### src/rtl/timetag_pkg.sv
// Shared types and constants for the time-tag record path: record/entry/word widths,
// flag bit positions and the serializer state encoding.
package timetag_pkg;

  localparam int REC_W   = 47;
  localparam int ENTRY_W = 48;
  localparam int WORD_W  = 16;
  localparam int WORDS_PER_ENTRY = ENTRY_W / WORD_W;

  // Flag positions inside a stored entry; in word 2 they land at bits 15, 14, 13.
  localparam int LOST_BIT = 47;
  localparam int WRAP_BIT = 46;
  localparam int TYPE_BIT = 45;

  typedef enum logic [1:0] {
    IDLE = 2'd0,
    W0   = 2'd1,
    W1   = 2'd2,
    W2   = 2'd3
  } ser_state_e;

  // Debug view of the packer: serializer state plus the flags of the record in flight.
  typedef struct packed {
    ser_state_e state;
    logic       lost_pending;
    logic       hold_lost;
    logic       hold_wrap;
    logic       hold_type;
  } packer_dbg_t;

  function automatic logic [ENTRY_W-1:0] make_entry(input logic lost,
                                                    input logic [REC_W-1:0] rec);
    logic [ENTRY_W-1:0] e;
    e = {1'b0, rec};
    e[LOST_BIT] = lost;
    return e;
  endfunction

  // Word presented on the output for a given serializer state; zero when idle.
  function automatic logic [WORD_W-1:0] entry_word(input logic [ENTRY_W-1:0] e,
                                                   input ser_state_e s);
    logic [WORD_W-1:0] w;
    w = '0;
    case (s)
      W0:      w = e[WORD_W-1:0];
      W1:      w = e[2*WORD_W-1:WORD_W];
      W2:      w = e[3*WORD_W-1:2*WORD_W];
      default: w = '0;
    endcase
    return w;
  endfunction

endpackage

### src/rtl/record_fifo.sv
// Single-clock FIFO of packed records: registered write, combinational head read,
// full/empty/level status. A write while full is accepted only alongside a read.
module record_fifo
  import timetag_pkg::*;
#(
  parameter int DEPTH_LOG2 = 4,
  parameter int WIDTH      = ENTRY_W
) (
  input  logic                  clk,
  input  logic                  reset,
  input  logic                  wr_en,
  input  logic [WIDTH-1:0]      wr_data,
  input  logic                  rd_en,
  output logic [WIDTH-1:0]      rd_data,
  output logic                  full,
  output logic                  empty,
  output logic [DEPTH_LOG2:0]   level
);

  localparam int DEPTH = 1 << DEPTH_LOG2;
  localparam logic [DEPTH_LOG2:0] DEPTH_L = (DEPTH_LOG2+1)'(DEPTH);

  logic [WIDTH-1:0]      mem [DEPTH];
  logic [DEPTH_LOG2-1:0] wr_ptr;
  logic [DEPTH_LOG2-1:0] rd_ptr;
  logic [DEPTH_LOG2:0]   count;
  logic                  do_wr;
  logic                  do_rd;

  assign full    = (count == DEPTH_LOG2'(0) + DEPTH_L);
  assign empty   = (count == '0);
  assign level   = count;
  assign rd_data = mem[rd_ptr];

  assign do_rd = rd_en & ~empty;
  assign do_wr = wr_en & (~full | do_rd);

  // Storage carries no reset; only pointers and count define what is valid.
  always_ff @(posedge clk) begin
    if (do_wr) begin
      mem[wr_ptr] <= wr_data;
    end
  end

  always_ff @(posedge clk or posedge reset) begin
    if (reset) begin
      wr_ptr <= '0;
      rd_ptr <= '0;
      count  <= '0;
    end else begin
      if (do_wr) begin
        wr_ptr <= wr_ptr + 1'b1;
      end
      if (do_rd) begin
        rd_ptr <= rd_ptr + 1'b1;
      end
      case ({do_wr, do_rd})
        2'b10:   count <= count + 1'b1;
        2'b01:   count <= count - 1'b1;
        default: count <= count;
      endcase
    end
  end

endmodule

### src/rtl/record_packer.sv
// Buffers 47-bit time-tag records and sends each as three 16-bit words over valid/ack,
// dropping and counting records that arrive while the buffer is full.
module record_packer
  import timetag_pkg::*;
#(
  parameter int DEPTH_LOG2 = 4,
  parameter int LOST_W     = 16
) (
  input  logic                 clk,
  input  logic                 reset,
  input  logic [REC_W-1:0]     rec_data,
  input  logic                 rec_ready,
  output logic [WORD_W-1:0]    word_out,
  output logic                 word_valid,
  input  logic                 word_ack,
  output logic [LOST_W-1:0]    lost_count,
  output logic [DEPTH_LOG2:0]  fifo_level,
  output packer_dbg_t          dbg
);

  // Handshake: a word moves on any cycle with word_valid & word_ack; word_valid and
  // word_out depend only on registered state, so word_out is stable until that cycle.

  ser_state_e         state;
  ser_state_e         state_nxt;
  logic [ENTRY_W-1:0] hold;
  logic [ENTRY_W-1:0] fifo_head;
  logic               fifo_full;
  logic               fifo_empty;
  logic               pop;
  logic               transfer;
  logic               wr_en;
  logic               drop;
  logic               lost_pending;

  assign transfer = word_valid & word_ack;

  // A pop frees a slot this cycle, so a record arriving on a full FIFO still fits.
  assign wr_en = rec_ready & (~fifo_full | pop);
  assign drop  = rec_ready & fifo_full & ~pop;

  record_fifo #(
    .DEPTH_LOG2 (DEPTH_LOG2),
    .WIDTH      (ENTRY_W)
  ) u_fifo (
    .clk     (clk),
    .reset   (reset),
    .wr_en   (wr_en),
    .wr_data (make_entry(lost_pending, rec_data)),
    .rd_en   (pop),
    .rd_data (fifo_head),
    .full    (fifo_full),
    .empty   (fifo_empty),
    .level   (fifo_level)
  );

  always_comb begin
    state_nxt = state;
    pop       = 1'b0;
    case (state)
      IDLE: begin
        if (!fifo_empty) begin
          pop       = 1'b1;
          state_nxt = W0;
        end
      end
      W0: begin
        if (transfer) begin
          state_nxt = W1;
        end
      end
      W1: begin
        if (transfer) begin
          state_nxt = W2;
        end
      end
      W2: begin
        if (transfer) begin
          if (!fifo_empty) begin
            pop       = 1'b1;
            state_nxt = W0;
          end else begin
            state_nxt = IDLE;
          end
        end
      end
      default: state_nxt = IDLE;
    endcase
  end

  always_ff @(posedge clk or posedge reset) begin
    if (reset) begin
      state <= IDLE;
      hold  <= '0;
    end else begin
      state <= state_nxt;
      if (pop) begin
        hold <= fifo_head;
      end
    end
  end

  always_ff @(posedge clk or posedge reset) begin
    if (reset) begin
      lost_pending <= 1'b0;
      lost_count   <= '0;
    end else begin
      if (wr_en) begin
        lost_pending <= 1'b0;
      end else if (drop) begin
        lost_pending <= 1'b1;
      end
      if (drop && (lost_count != '1)) begin
        lost_count <= lost_count + 1'b1;
      end
    end
  end

  assign word_valid = (state != IDLE);
  assign word_out   = entry_word(hold, state);

  assign dbg.state        = state;
  assign dbg.lost_pending = lost_pending;
  assign dbg.hold_lost    = hold[LOST_BIT];
  assign dbg.hold_wrap    = hold[WRAP_BIT];
  assign dbg.hold_type    = hold[TYPE_BIT];

endmodule

### config.mk
export PLATFORM = sky130hd
export DESIGN_NAME = record_packer
export DESIGN_NICKNAME = d
export VERILOG_FILES = /design/src/rtl/timetag_pkg.sv /design/src/rtl/record_fifo.sv /design/src/rtl/record_packer.sv
export SDC_FILE = /design/constraint.sdc
export NUM_CORES = 1
export LEC_CHECK = 0
export BUFFER_PORTS_ARGS = -buffer_cell sky130_fd_sc_hd__buf_2
export CAP_MARGIN = 20
export CORE_MARGIN = 3
export CORE_UTILIZATION = 40
export CTS_BUF_LIST = sky130_fd_sc_hd__clkbuf_8
export DETAILED_ROUTE_END_ITERATION = 12
export GPL_TIMING_DRIVEN = 0
export SLEW_MARGIN = 20
export SYNTH_ARGS = -nofsm -noshare
export SYNTH_HDL_FRONTEND = slang
export SYNTH_SLANG_ARGS = --single-unit
### constraint.sdc
create_clock -name clk -period 10.5 [get_ports clk]
set_clock_uncertainty 0.2 [all_clocks]
set_input_delay 0.525 -clock clk [delete_from_list [all_inputs] [get_ports clk]]
set_output_delay 0.525 -clock clk [all_outputs]
set_load 0.02 [all_outputs]
==> flow_summary.toml, run 1 <==
[setup_path]
crit_chain = "inv_1 > ha_1 > clkbuf_1 > clkbuf_1 > a222oi_1 > nor2_1 > buf_2"
r2r-start = "state[1]"
reg2regPathDepth = 15
cp_max_fo = 10
cp-end-kind = "output port"
crit_path_start = "state[1]"
crit_cells = 7
crit_family = "buffers and inverters"
worstSetupPathType = "reg2out"
cp.arrival_ns = 3.31
cpMostUsedCell = "clkbuf_1"
crit_buf_inv = 4
worst_path_max_delay_cell = "clkbuf_1"
rrSetupSlack_ns = 6.52
startpoint_type = "flip-flop"
critPathMaxStageDelay_ns = 0.51
worst_ep_required_time_ns = 9.78
r2r_end = "u_fifo.level[4]"
crit_end = "word_out[2]"

[place]
pre_cts_slack_ns = 6.553
place.gp.congestion = 0.8126
portBuffers = 94
hpwl_mm = 48.86

[synth]
ys_types = 43
synth.net_count = 1604
netlist_area_sq_um = 32790
avgSynthCellArea_sq_um = 21.32
synth.most_common_cell = "edfxtp_1"
synth_area_leaders = "edfxtp_1 (70%), mux4_2 (13%), dfrtp_1 (6.1%)"
ys_seq_area_share_pct = 76.45
synth_cells = 1538
synth_top_cell_area_share_pct = 70.34
ys_warn_count = 0
ys_seq_elements = 848
synthTopCellsByCount = "edfxtp_1 (768), mux4_2 (192), dfrtp_1 (80)"
ys_async_sr_fraction_pct = 9.434
synth-edff-count = 768
yosys.area.top_type = "edfxtp_1"
ys.flop_type = "edfxtp_1"

[pwr]
ir_drop_v = 0.0001435
p_leak_nw = 12.68
p_int_mw = 6.903
p_comb_share_pct = 31.6
power.density_nw_per_um2 = 270.3
switching_share_pct = 33.01
p_switching_mw = 3.402
p_seq_share_pct = 42.2
finalPower_mw = 10.31
clkPwrFrac_pct = 26.1

[clock_network]
clockRootBuffer = "clkbuf_8"
cts_buffers = 136
cts.htree.levels = 4
hold_buffers = 49
post_cts_buffers = 0
cts_resized = 0
clkTransAtPathRegs_ns = 0.06
clock_sinks = 848
clk_latency_ns = 0.78
cts_tree = "yes"
clk_path_buf_depth = 3

[cells_and_area]
fin_nets = 1902
multi_input_area_sq_um = 7256
seq_area_sq_um = 25060
fillCellCount = 6700
drive_gt1_share_pct = 31.70
area.growth.synth_to_final_pct = 16.30

[global_routing]
grt_overflow = 0
groute.usage.overall_pct = 18.73
grt_pass1_vias = 17523
grt_pass1_wl_mm = 116.1
antenna_found_initial = 6
grt_max_degree = 48

[floorplanning]
ios = 95
coreArea_sq_um = 80810
initial_core_util_pct = 40.57
die_area_sq_um = 85440
row_count = 104
fp.dieH_um = 292.3
fp.dieW_um = 292.3

[drt]
wl_mm = 78.49
vias = 16538
first_pass_iters = 7
ant_nets = 0
initialDrtViolationCount = 1450
drcViolationCount = 0
avgRoutedWirePerCell_um = 26.11
avgViaCountPerCell = 5.502

[status]
outcome = "finished, final reports clean"

[timing]
relSlewSlack_pct = 36.17
tightest_slew_ns = 0.9575
grt_setup_unrepaired = "false"
max_freq_ghz = 0.2481
hold_viol = 0
setup_violations = 0
drv_slew = 0
fin_ws_ns = 6.469
period_minus_slack_ns = 4.031
tns_ns = 0
fin_crit_sh_pct = 38.39

[min_path]
hp-class = "in2async"

[flow_run]
maxCapViolations = 0
## power by group through the flow
stage | logic (mW) | clock network, mW | registers, mW
4_1_cts | 3.30 | 2.76 | 4.35
5_1_grt | 3.50 | 2.91 | 4.37
3_3_place_gp | 3.17 | 0 | 4.43
2_1_floorplan | 2.17 | 0 | 4.33
3_5_place_dp | 3.27 | 0 | 4.41
6_report | 3.26 | 2.69 | 4.35
## placed cells by master, fill, tap and decap left out, types with 7 or more instances in the layout
cell,netlist,final
buf_1,8,8
nand2_1,46,46
and2_4,0,8
o22ai_2,14,14
xnor2_1,20,20
mux2i_1,15,15
mux4_2,192,192
o22ai_1,53,53
clkinv_1,0,22
a222oi_1,16,16
ha_1,15,15
mux2_2,52,52
and3_4,0,8
o21ai_0,35,35
dlygate4sd3_1,0,49
nand3_1,7,7
nand4_1,9,9
inv_1,9,59
buf_12,0,11
dfrtp_1,80,80
nor2_1,27,27
inv_6,1,8
edfxtp_1,768,768
a21oi_1,39,39
clkbuf_1,33,33
buf_2,33,127
buf_4,13,13
clkbuf_8,0,149
## worst reg2reg max path, stage by stage (launching register included)
cell and delay, ns:
dfrtp_1 0.44, ha_1 0.17, buf_2 0.25, a21oi_1 0.15, or3_1 0.43, buf_6 0.17
inv_6 0.10, buf_2 0.40, ha_1 0.25, clkbuf_1 0.30, xor2_1 0.12, ha_1 0.23
o211a_1 0.23, o31ai_1 0.20, a31oi_1 0.09, xnor2_1 0.15
## routing by layer
layer | GRT usage, % | up-vias | part of all wire (%) | wire (um)
met5 | 0 | - | 0.017 | 13
met4 | 6.434 | 2 | 2.8 | 2229
met3 | 4.769 | 137 | 7.3 | 5726
met2 | 30.59 | 599 | 49 | 38690
met1 | 24.70 | 8771 | 41 | 31840
li1 | - | 7029 | - | -
## state kept, by name, summed over array words and instances (netlist names)
signal / flops
u_fifo.mem: 768
hold: 48
lost_count: 16
u_fifo.level: 5
u_fifo.rd_ptr: 4
u_fifo.wr_ptr: 4
state: 2
lost_pending: 1
## worst min-delay path by stage
stage	from	to	slack [ns]	cells past startpoint
3_3_place_gp	hold[31]	hold[31]	0.27	2
2_1_floorplan	hold[20]	hold[20]	0.25	2
3_5_place_dp	hold[27]	hold[27]	0.27	2
6_report	reset	lost_count[4]	0.12	3
4_1_cts	reset	lost_count[7]	0.02	3
5_1_grt	reset	lost_count[4]	0.13	3
## kinds of logic after synthesis
family	count (synthesis)	share of synthesized area, %
flip-flops	848	76.45
adder cells (fa/ha/maj)	15	0.5724
AO/OA/AOI/OAI	166	3.461
AND/OR/NAND/NOR	121	1.786
multiplexers	259	15.43
XOR/XNOR	26	0.6946
buffers and inverters	103	1.607
## area by class of cell
| type | count | share of cell area (%) |
|---|---|---|
| Buffer | 93 | 1.270 |
| Antenna cell | 3 | 0.01969 |
| Inverter | 10 | 0.1247 |
| Timing Repair Buffer | 160 | 3.531 |
| Clock buffer | 149 | 5.378 |
| Tap cell | 1060 | 3.478 |
| Multi-Input combinational cell | 587 | 19.03 |
| Sequential cell | 848 | 65.73 |
| Clock inverter | 96 | 1.440 |
## stage by stage
step | cell area, sq um | utilization [%] | hold WS, ns | cells
4_1_cts | 38120 | 47.18 | 0.01554 | 3003
3_3_place_gp | 34580 | 42.80 | 0.2659 | 2692
6_report | 38130 | 47.19 | 0.1207 | 3006
2_1_floorplan | 32790 | - | 0.2494 | 1538
5_1_grt | 38130 | 47.18 | 0.1311 | 3004
3_5_place_dp | 35030 | 43.35 | 0.2742 | 2709
(Power assumes the default switching activity.)
==> inputs of run 2 (changes only) <==
==> constraint.sdc (replaced) <==
create_clock -name clk -period 3.45 [get_ports clk]
set_clock_uncertainty 0.2 [all_clocks]
set_input_delay 0.1725 -clock clk [delete_from_list [all_inputs] [get_ports clk]]
set_output_delay 0.1725 -clock clk [all_outputs]
set_load 0.02 [all_outputs]
==> run 2 against run 1 <==
First-iteration DRC count up 1.3%. Setup slack lost 6.4 ns. Total power grew to 3.0 times the previous value. Critical endpoint is now u_fifo.level[4]. Largest power group unchanged. Highest routed layer unchanged.
==> flow_summary.toml, run 2 (synthesized netlist as in run 1, its figures left out) <==
[clock_network]
clock_sinks = 848
clk_path_buf_depth = 3
cts_buffers = 139
cts_tree = "yes"
clkTransAtPathRegs_ns = 0.06
clk_latency_ns = 0.78
clockRootBuffer = "clkbuf_8"
cts.htree.levels = 4

[cells_and_area]
final_common_cell = "edfxtp_1"
largest_register_ffs = 768
regMostFlops = "u_fifo.mem"
fin_nets = 1908
drive_gt1_share_pct = 32.14
fillCellCount = 6634
fin_util_pct = 47.16
mostFrequentLayoutCells = "edfxtp_1 (768), mux4_2 (192), clkbuf_8 (149), buf_2 (125), dfrtp_1 (79)"
reg_top3 = "u_fifo.mem x768, hold x48, lost_count x16"
area.growth.synth_to_final_pct = 16.23

[global_routing]
grt_pass1_vias = 17551
grt_pass1_wl_mm = 116.7
grt_max_degree = 50
antenna_found_initial = 7
groute.usage.overall_pct = 18.68
grt_overflow = 0

[floorplanning]
die_area_sq_um = 85440
initial_core_util_pct = 40.57
fp.dieH_um = 292.3
coreArea_sq_um = 80810
ios = 95
row_count = 104
fp.dieW_um = 292.3

[setup_path]
cp_max_fo = 19
critPathMaxStageDelay_ns = 0.45
rrSetupSlack_ns = 0.08
cp.arrival_ns = 3.82
worstSetupPathType = "reg2reg"
crit_chain = "inv_1 > ha_2 > or3_1 > buf_6 > inv_8 > ha_1 > clkbuf_4 > xor2_1 > ha_1 > o211a_1 > o31ai_1 > a31oi_1 > xnor2_1"
startpoint_type = "flip-flop"
r2r_end = "u_fifo.level[4]"
reg2regPathDepth = 13
r2r-start = "state[1]"
cp-end-kind = "flip-flop"
worst_ep_required_time_ns = 3.90
cpMostUsedCell = "ha_1"
worst_path_max_delay_cell = "dfrtp_2"

[timing]
fin_crit_sh_pct = 97.78
grt_setup_unrepaired = "true"
relSlewSlack_pct = 32.15
tightest_slew_ns = 1.018
fin_ws_ns = 0.07645
hold_viol = 0
period_minus_slack_ns = 3.374
tns_ns = 0
max_freq_ghz = 0.2964
setup_violations = 0
drv_slew = 0

[min_path]
hold_depth = 2
min_to = "u_fifo.mem[15][12]"
min_from = "rec_data[12]"
hp-class = "in2reg"

[drt]
top_layer = "met5"
met1_length_mm = 32.52
drcViolationCount = 0
wl_mm = 78.64
vias = 16534
ant_nets = 0
avgViaCountPerCell = 5.489
met2_length_mm = 38.64
first_pass_iters = 6
initialDrtViolationCount = 1469
avgRoutedWirePerCell_um = 26.11
met3_length_mm = 5.592

[place]
portBuffers = 94
hpwl_mm = 50.01
place.gp.congestion = 0.7962
pre_cts_slack_ns = -0.5648

[pwr]
power.density_nw_per_um2 = 821.0
p_leak_nw = 12.64
ir_drop_v = 0.0004404

[flow_run]
maxCapViolations = 0

[status]
outcome = "finished, final reports clean"
## run 2: cell types whose count changed in the layout (fill, tap and decap cells not counted), sizes merged
cell         delta
bufinv          -2
clkinvlp        +2
inv             -5
dlygate4sd3     +4
clkbuf          -3
clkinv          +7
buf             +1
diode           +1
and2            +1
## run 2: worst max-delay path, delay by kind of cell, from the launching register on
kind                       cells  cell delay, ns
DFF                            1            0.45
xor gates and xnor gates       2            0.22
adders and majority gates      3            0.72
buffers and inverters          4            0.63
and+or+nand+nor                1            0.45
AOI/OAI and AO/OA              3            0.58
## run 2: layout make-up
class	count	area (sq um)	area share [%]
tap	1060	1326	3.480
sequential	848	25070	65.78
timing repair buffer	165	1349	3.540
clock buffer	149	2051	5.382
inverter	10	47.55	0.1248
buffer	90	479.2	1.258
multi-input combinational	588	7277	19.10
antenna	4	10.01	0.02627
clock inverter	98	501.7	1.317
## run 2: per-stage QoR
stage          power, mW  cells  hold slack (ns)  instance area (sq um)
6_report           31.29   3012           0.1287                  38110
5_1_grt            32.80   3009          0.08652                  38100
4_1_cts            31.58   3006          0.02920                  38070
3_5_place_dp       23.39   2709           0.1370                  34990
3_3_place_gp       23.06   2692           0.2464                  34600
2_1_floorplan      19.77   1538          0.07137                  32800
## run 2: repair_timing
item	CTS	global route
hold endpoints to repair	856	0
hold buffers	53	0
buffers inserted	0	1
setup endpoints to repair	19	166
gates resized for setup	5	9
pin swaps	0	1
cloned	0	1
## run 2: power breakdown
part	switching, mW	internal [mW]	total (mW)
sequential	0.648	12.6	13.2
clock	3.92	4.15	8.07
combinational	5.83	4.19	10.0
## run 2: how the worst max path moves through the flow
stage | startpoint | depth (start not counted) | slack, ns | end
3_5_place_dp | state[1] | 15 | -0.56 | u_fifo.level[4]
6_report | state[1] | 13 | 0.08 | u_fifo.level[4]
4_1_cts | state[1] | 13 | 0.01 | u_fifo.level[4]
3_3_place_gp | state[1] | 8 | -1.37 | u_fifo.mem[14][40]
2_1_floorplan | state[0] | 14 | 0.07 | u_fifo.level[4]
5_1_grt | state[1] | 13 | -0.04 | u_fifo.level[4]
## run 2: routing by layer
layer | up-vias | global-route usage (%)
met3 | 124 | 4.147
met2 | 615 | 30.49
li1 | 7033 | -
met1 | 8758 | 25.31
met5 | - | 0
met4 | 4 | 5.835
==> inputs of run 3 (changes only) <==
--- a/config.mk
+++ b/config.mk
@@ -10,8 +10,10 @@
 export CORE_MARGIN = 3
 export CORE_UTILIZATION = 40
 export CTS_BUF_LIST = sky130_fd_sc_hd__clkbuf_8
+export CTS_CLUSTER_DIAMETER = 200
 export DETAILED_ROUTE_END_ITERATION = 12
 export GPL_TIMING_DRIVEN = 0
+export PLACE_DENSITY = 0.65
 export SLEW_MARGIN = 20
 export SYNTH_ARGS = -nofsm -noshare
 export SYNTH_HDL_FRONTEND = slang
==> constraint.sdc (replaced) <==
create_clock -name clk -period 3.2 [get_ports clk]
set_clock_uncertainty 0.2 [all_clocks]
set_input_delay 0.16 -clock clk [delete_from_list [all_inputs] [get_ports clk]]
set_output_delay 0.16 -clock clk [all_outputs]
set_load 0.02 [all_outputs]
==> run 3 against run 2 <==
Largest power group unchanged. Core utilization is 0.062 points higher. Sequential cell count is the same. Sequential power is 8% higher. Largest cell class unchanged. Critical path depth stayed put. First-iteration DRC count is 21% higher.
==> flow_summary.toml, run 3 (synthesized netlist as in run 1, its figures left out) <==
[setup_path]
cpMostUsedCell = "ha_2"
worst_ep_required_time_ns = 3.69
crit_end = "u_fifo.level[4]"
r2r-start = "state[0]"
crit_chain = "inv_2 > ha_2 > or3_1 > buf_6 > inv_16 > ha_2 > clkbuf_8 > xor2_1 > ha_2 > o211a_1 > o31ai_2 > a31oi_1 > xnor2_1"
crit_path_start = "state[0]"
startpoint_type = "flip-flop"
worst_path_max_delay_cell = "dfrtp_2"
cp-end-kind = "flip-flop"
crit_family = "adder cells"
reg2regPathDepth = 13
r2r_end = "u_fifo.level[4]"
worstSetupPathType = "reg2reg"
critPathMaxStageDelay_ns = 0.44
rrSetupSlack_ns = 0.003
crit_cells = 13
crit_buf_inv = 4
cp.arrival_ns = 3.69
cp_max_fo = 19

[timing]
hold_viol = 0
max_freq_ghz = 0.3128
period_minus_slack_ns = 3.197
fin_ws_ns = 0.003011
drv_slew = 0
fin_crit_sh_pct = 99.91
setup_violations = 0
relSlewSlack_pct = 34.73
grt_setup_unrepaired = "true"
tightest_slew_ns = 0.9791

[cells_and_area]
regMostFlops = "u_fifo.mem"
drive_gt1_share_pct = 32.77
design_area_sq_um = 38160
mostFrequentLayoutCells = "edfxtp_1 (768), mux4_2 (192), clkbuf_8 (146), buf_2 (125), dfrtp_1 (78)"
fillCellCount = 6538
reg_top3 = "u_fifo.mem x768, hold x48, lost_count x16"
area.growth.synth_to_final_pct = 16.38
fin_nets = 1904
final_common_cell = "edfxtp_1"
largest_register_ffs = 768

[place]
portBuffers = 94
pre_cts_slack_ns = -0.6112
dpl_cell_area_sq_um = 35050
place.gp.congestion = 0.8227
hpwl_mm = 48.30

[global_routing]
grt_pass1_wl_mm = 115.7
grt_max_degree = 54
grt_pass1_vias = 17678
groute.usage.overall_pct = 18.51
grt_overflow = 0
antenna_found_initial = 6

[pwr]
power.density_nw_per_um2 = 881.0
finalPower_mw = 33.62
ir_drop_v = 0.0004982
p_leak_nw = 12.65

[clock_network]
clockRootBuffer = "clkbuf_8"
clock_sinks = 848
clk_latency_ns = 0.77
cts.htree.levels = 4
clk_path_buf_depth = 3
cts_tree = "yes"
cts_buffers = 135
clkTransAtPathRegs_ns = 0.06

[floorplanning]
initial_core_util_pct = 40.57
die_area_sq_um = 85440
ios = 95
fp.dieW_um = 292.3
row_count = 104
fp.dieH_um = 292.3
coreArea_sq_um = 80810

[drt]
first_pass_iters = 6
drcViolationCount = 0
ant_nets = 0
initialDrtViolationCount = 1779
avgRoutedWirePerCell_um = 26.02
wl_mm = 78.11
vias = 16755
avgViaCountPerCell = 5.581

[min_path]
hp-class = "in2reg"

[flow_run]
maxCapViolations = 0

[status]
outcome = "finished, final reports clean"
[run 3: changes by cell type in the layout (fill, tap and decap cells not counted), sizes merged]
cell	change
buf	-2
bufinv	+1
clkbuf	-2
clkinv	-5
inv	-2
[run 3: area by class of cell]
| class | instances | area [sq um] | area share (%) |
|---|---|---|---|
| sequential | 848 | 25070 | 65.69 |
| multi-input combinational | 588 | 7308 | 19.15 |
| clock buffer | 145 | 1996 | 5.230 |
| timing repair buffer | 166 | 1416 | 3.712 |
| tap | 1060 | 1326 | 3.476 |
| clock inverter | 92 | 486.7 | 1.276 |
| buffer | 89 | 485.5 | 1.272 |
| inverter | 10 | 61.31 | 0.1607 |
| antenna | 4 | 10.01 | 0.02623 |
[run 3: where the power goes]
part / switching [mW] / internal, mW / leakage (nW) / total (mW)
logic: 6.26 / 4.57 / 3.33 / 10.8
registers: 0.721 / 13.5 / 7.89 / 14.3
clock network: 4.10 / 4.42 / 1.43 / 8.53
[run 3: worst min path at each step]
stage,start,to,slack (ns),cells after the start
floorplan,rec_data[0],u_fifo.mem[0][0],0.06,0
global route,rec_data[10],u_fifo.mem[12][10],0.08,2
detailed placement,reset,lost_count[4],-0.04,2
CTS,rec_data[45],u_fifo.mem[9][45],0.05,2
global placement,rec_ready,lost_pending,0.22,3
finish,rec_data[43],u_fifo.mem[9][43],0.11,2
[run 3: what timing repair did]
item	CTS	global route
endpoints found under the setup margin	323	93
pin swaps	2	0
cloned	1	0
gates resized for setup	21	6
endpoints found under the hold margin	862	0
buffers inserted	2	0
hold buffers	53	0
[run 3: per-layer routing]
layer  part of all wire [%]  GRT usage, %  up-vias
met4                    2.6         6.165        2
met3                    7.5         4.382      139
met2                     50         30.78      711
li1                       -             -     7014
met1                     40         24.21     8889
met5                  0.017             0        -
[run 3: stage by stage]
stage               util, %   TNS, ns  hold slack [ns]  instances
floorplan                 -         0          0.05887       1538
global placement      42.83   -429.47           0.2245       2692
detailed placement    43.38    -17.63         -0.03717       2709
CTS                   47.20  -0.04991          0.04986       2999
global route          47.21   -0.4070          0.07535       2999
finish                47.22         0           0.1081       3002
